===== config.mk =====
export PLATFORM = sky130hd
export DESIGN_NAME = dmem_arbiter
export DESIGN_NICKNAME = d
export VERILOG_FILES = /design/src/rtl/dmem_arbiter.sv
export SDC_FILE = /design/constraint.sdc
export NUM_CORES = 1
export LEC_CHECK = 0
export ABC_CLOCK_PERIOD_IN_PS = 2800
export CAP_MARGIN = 25
export CORE_AREA = 10 10 113 115
export DETAILED_ROUTE_END_ITERATION = 6
export DIE_AREA = 0 0 123 125
export PLACE_DENSITY = 0.72
export SYNTH_ARGS = -nofsm -noshare
export SYNTH_HDL_FRONTEND = slang
export SYNTH_SLANG_ARGS = --single-unit

===== constraint.sdc =====
create_clock -name i_clk -period 2.8 [get_ports i_clk]
set_input_delay 0.56 -clock i_clk [delete_from_list [all_inputs] [get_ports i_clk]]
set_output_delay 0.56 -clock i_clk [all_outputs]
set_load 0.01 [all_outputs]

===== src/rtl/dmem_arbiter.sv =====
// Two-master round-robin arbiter/sequencer for the single-port data RAM.
// Optional build macro DMEM_ARB_M0_PRIO_EN: fixed priority for master 0 instead of round-robin.
module dmem_arbiter #(
  parameter int ADDR_W = 32,
  parameter int DATA_W = 32,
  parameter int RD_LAT = 1
) (
  input  logic                i_clk,
  input  logic                i_rst,
  input  logic                i_m0_req,
  input  logic                i_m0_we,
  input  logic [ADDR_W-1:0]   i_m0_addr,
  input  logic [DATA_W-1:0]   i_m0_wdata,
  input  logic [DATA_W/8-1:0] i_m0_wstrb,
  output logic                o_m0_gnt,
  output logic                o_m0_rvalid,
  output logic [DATA_W-1:0]   o_m0_rdata,
  input  logic                i_m1_req,
  input  logic                i_m1_we,
  input  logic [ADDR_W-1:0]   i_m1_addr,
  input  logic [DATA_W-1:0]   i_m1_wdata,
  input  logic [DATA_W/8-1:0] i_m1_wstrb,
  output logic                o_m1_gnt,
  output logic                o_m1_rvalid,
  output logic [DATA_W-1:0]   o_m1_rdata,
  output logic                o_s_en,
  output logic                o_s_we,
  output logic [ADDR_W-1:0]   o_s_addr,
  output logic [DATA_W-1:0]   o_s_wdata,
  output logic [DATA_W/8-1:0] o_s_wstrb,
  input  logic [DATA_W-1:0]   i_s_rdata,
  output logic                o_busy,
  output logic                o_owner
);

  if (RD_LAT < 1 || RD_LAT > 7) begin : g_bad_lat
    $fatal(1, "dmem_arbiter: RD_LAT must be in 1..7");
  end
  if (DATA_W % 8 != 0) begin : g_bad_dw
    $fatal(1, "dmem_arbiter: DATA_W must be a multiple of 8");
  end

  typedef enum logic {
    S_IDLE,
    S_WAIT
  } state_t;

  state_t     state, state_next;
  logic [2:0] cnt, cnt_next;
  logic       sel;
  logic       read_done;

`ifdef DMEM_ARB_M0_PRIO_EN
  assign sel = i_m1_req && !i_m0_req;
`else
  logic rr_ptr;
  // On a tie the pointer names the winner; a lone requester always wins.
  assign sel = i_m1_req && (!i_m0_req || rr_ptr);
`endif

  assign read_done = (state == S_WAIT) && (cnt == '0) && !i_rst;

  always_comb begin
    state_next = state;
    cnt_next   = cnt;
    o_m0_gnt   = 1'b0;
    o_m1_gnt   = 1'b0;
    o_s_en     = 1'b0;
    o_s_we     = 1'b0;
    o_s_addr   = '0;
    o_s_wdata  = '0;
    o_s_wstrb  = '0;
    case (state)
      S_IDLE: begin
        if (!i_rst && (i_m0_req || i_m1_req)) begin
          o_m0_gnt  = !sel;
          o_m1_gnt  = sel;
          o_s_en    = 1'b1;
          o_s_we    = sel ? i_m1_we    : i_m0_we;
          o_s_addr  = sel ? i_m1_addr  : i_m0_addr;
          o_s_wdata = sel ? i_m1_wdata : i_m0_wdata;
          if (o_s_we) begin
            o_s_wstrb = sel ? i_m1_wstrb : i_m0_wstrb;
          end else begin
            state_next = S_WAIT;
            cnt_next   = 3'(RD_LAT - 1);
          end
        end
      end
      S_WAIT: begin
        if (cnt == '0) state_next = S_IDLE;
        else           cnt_next   = cnt - 3'd1;
      end
      default: state_next = S_IDLE;
    endcase
  end

  always_ff @(posedge i_clk or posedge i_rst) begin
    if (i_rst) begin
      state   <= S_IDLE;
      cnt     <= '0;
      o_owner <= 1'b0;
    end else begin
      state <= state_next;
      cnt   <= cnt_next;
      if (o_s_en) o_owner <= sel;
    end
  end

`ifndef DMEM_ARB_M0_PRIO_EN
  always_ff @(posedge i_clk or posedge i_rst) begin
    if (i_rst)       rr_ptr <= 1'b0;
    else if (o_s_en) rr_ptr <= !sel;
  end
`endif

  assign o_busy      = (state == S_WAIT);
  assign o_m0_rvalid = read_done && !o_owner;
  assign o_m1_rvalid = read_done && o_owner;
  assign o_m0_rdata  = o_m0_rvalid ? i_s_rdata : '0;
  assign o_m1_rdata  = o_m1_rvalid ? i_s_rdata : '0;

endmodule


==> results.sh, run 1 <==
export IMPL_status="finished clean"
export IMPL_vias=3338
export IMPL_criticalPathCategory="primary input to output pin"
export IMPL_pin_count=314
export IMPL_drtIter0Drc=218
export IMPL_synth_edf_count=0
export IMPL_worst_r2r_path_depth=6
export IMPL_slew_viol_final=0
export IMPL_antennaDiodeCount=0
export IMPL_core_area_sq_um=10600
export IMPL_period_needed_ps=2750
export IMPL_hold_slack_ps=522
export IMPL_start_util_pct=15.9
export IMPL_grt_max_degree=36
export IMPL_max_clock_freq_mhz=364
export IMPL_peakVddDrop_mv=0.110
export IMPL_synth_seq_cells=6
export IMPL_synth_top_area_share_pct=28.6
export IMPL_crit_reg2reg_capture="cnt[1]"
export IMPL_timing_rr_start="rr_ptr"
export IMPL_hp_class="flip-flop to flip-flop"
export IMPL_syn_num_nets=452
export IMPL_place_congestion=0.950
export IMPL_place_inst=716
export IMPL_cts_tree="built"
export IMPL_max_cap_violations=0
export IMPL_htree_levels=1
export IMPL_ys_async_sr_fraction_pct=100
export IMPL_fin_crit_sh_pct=98.1
export IMPL_yosysMostFrequentCell="nor2_1"
export IMPL_wire_per_inst_um=20.7
export IMPL_ys_warn_count=0
export IMPL_synthCells=276
export IMPL_ys_flop_type="dfrtp_1"
export IMPL_die_y_um=125
export IMPL_vias_per_cell=4.59
export IMPL_cts_buffer_depth=2
export IMPL_critPathRequiredTime_ps=2240
export IMPL_layout_nets=764
export IMPL_ys_top_cells_by_area="a22oi_1 (29%), and2_1 (24%), nor2_1 (15%)"
export IMPL_combPwrFrac_pct=75.6
export IMPL_rsz0062_at_grt="false"
export IMPL_leakagePower_nw=2.60
export IMPL_finalWorstSetupSlack_ps=53.4
export IMPL_die_w_um=123
export IMPL_seq_power_share_pct=10.3
export IMPL_cp_max_fo=16
export IMPL_r2r_slack_ps=1080
export IMPL_grtUsageTotal_pct=17.6
export IMPL_switching_share_pct=36.0
export IMPL_syn_avg_cell_area_sq_um=6.10
export IMPL_area_delta_synth_final_pct=204
export IMPL_tightest_slew_ps=446
export IMPL_antenna_found_initial=0
export IMPL_clk_latency_ps=220
export IMPL_synth_common_cells="nor2_1 (67), and2_1 (65), a22oi_1 (64)"
export IMPL_dr_pass1_iters=5
export IMPL_dieArea_sq_um=15400
export IMPL_fin_skew_ps=0.261
export IMPL_hold_depth=2
export IMPL_routed_wl_mm=15.1
export IMPL_hold_violations=0
export IMPL_synth_top_area_cell="a22oi_1"
export IMPL_power_density_nw_per_um2=191
export IMPL_slew_headroom_pct=70.2
export IMPL_syn_area_sq_um=1680
export IMPL_grt_pass1_vias=3496
export IMPL_start_kind="primary input"
export IMPL_grt_overflow_total=0
export IMPL_synth_distinct_cells=23
export IMPL_place_ws_ps=-252
export IMPL_fin_setup_tns_ps=0
export IMPL_stdcell_count=727
export IMPL_p_sw_mw=0.351
export IMPL_grt_pass1_wl_mm=21.3
export IMPL_clk_pin_slew_ps=40
export IMPL_layout_drive_gt1_share_pct=6.98
export IMPL_drtAntennaViolNets=0
export IMPL_clockPowerShare_pct=14.0
export IMPL_cp_end_kind="output pin"
export IMPL_setup_viol=0
export IMPL_cts_buffers=3
export IMPL_port_buffers=313
export IMPL_internal_power_mw=0.625
export IMPL_cts_root_buf="clkbuf_8"
export IMPL_holdPathEnd="cnt[0]"
export IMPL_drcViolationCount=0
export IMPL_rows=38
export IMPL_cts_sinks=6
export IMPL_dp_hpwl_mm=12.2
export IMPL_total_power_mw=0.977
export IMPL_arrival_ps=2190
export IMPL_yosysSeqAreaShare_pct=8.92
export IMPL_min_delay_start="cnt[0]"
## per-stage QoR
stage	instance area, sq um	utilization [%]
after floorplan	1680	-
after global placement	5030	47.4
after detailed placement	5030	47.4
after CTS	5030	47.4
after global routing	5120	48.3
final	5120	48.3
## critical path, stage by stage
cell	delay [ps]
clkdlybuf4s50_1	500
inv_2	70
and3_4	200
bufbuf_16	290
a22oi_1	190
nor2_1	60
dlygate4sd2_1	310
## per-layer routing
layer	vias to the layer above	share of wire, %	GRT usage, %
met2	216	50	31.7
met3	22	13	8.46
met4	0	2.6	5.00
li1	1578	-	-
met5	-	0	0
met1	1522	34	17.3
## cell usage in the layout, fill, tap and decap left out, drive strengths merged, types with 6 or more instances in the layout
cell type      Yosys  final
nand2              8      8
dfrtp              6      6
a21oi              7      7
clkdlybuf4s15      0     10
inv                6      6
clkbuf            13      8
nand3              8      8
and2              65     65
clkdlybuf4s50      0    176
buf               15     20
nor2              67     67
dlygate4sd2        0    121
a22oi             64     64
## sequential cells by signal, indices dropped and copies added, names as in the netlist
signal and flops:
cnt 3, o_owner 1, o_busy 1, rr_ptr 1
## timing repair
item	in CTS	in global routing
setup endpoints to repair	133	15
buffers inserted	0	2
cloned	3	2
gates resized for setup	143	19
hold buffers	0	0
pin swaps	0	1
## area by class of cell
| type | count | area [sq um] |
|---|---|---|
| clock buffer | 4 | 45.0 |
| fill | 1073 | 5480 |
| inverter | 6 | 22.5 |
| multi-input combinational | 236 | 1430 |
| sequential | 6 | 151 |
| tap | 140 | 175 |
| timing repair buffer | 335 | 3300 |
## worst max path at each step
stage | end | from | cells past startpoint
after floorplan | o_m0_rdata[22] | cnt[0] | 7
after global placement | o_s_wdata[28] | i_m0_req | 7
after detailed placement | o_s_wdata[28] | i_m1_req | 7
after CTS | o_s_addr[3] | i_rst | 7
after global routing | o_s_wdata[19] | i_rst | 7
final | o_s_wdata[22] | i_rst | 7
## power groups by stage
stage | clock (mW) | combinational (mW) | sequential [mW]
finish | 0.137 | 0.739 | 0.101
floorplan | 0 | 0.237 | 0.101
global placement | 0 | 0.764 | 0.101
CTS | 0.141 | 0.738 | 0.101
global route | 0.149 | 0.793 | 0.102
detailed placement | 0 | 0.771 | 0.100
## logic make-up after synthesis
family | count (synthesis) | share of synthesized area, %
buf+inv | 34 | 8.85
fa+ha+maj | 2 | 1.49
flops | 6 | 8.92
compound gates | 77 | 33.5
simple gates | 157 | 47.2
Power figures use the tool's default switching activity.
==> run 2: changes to the inputs <==
Settings changed: SLEW_MARGIN set to 30.
==> results of run 2 <==
Same layout as run 1: the final DEF is identical, and so are final timing and power.
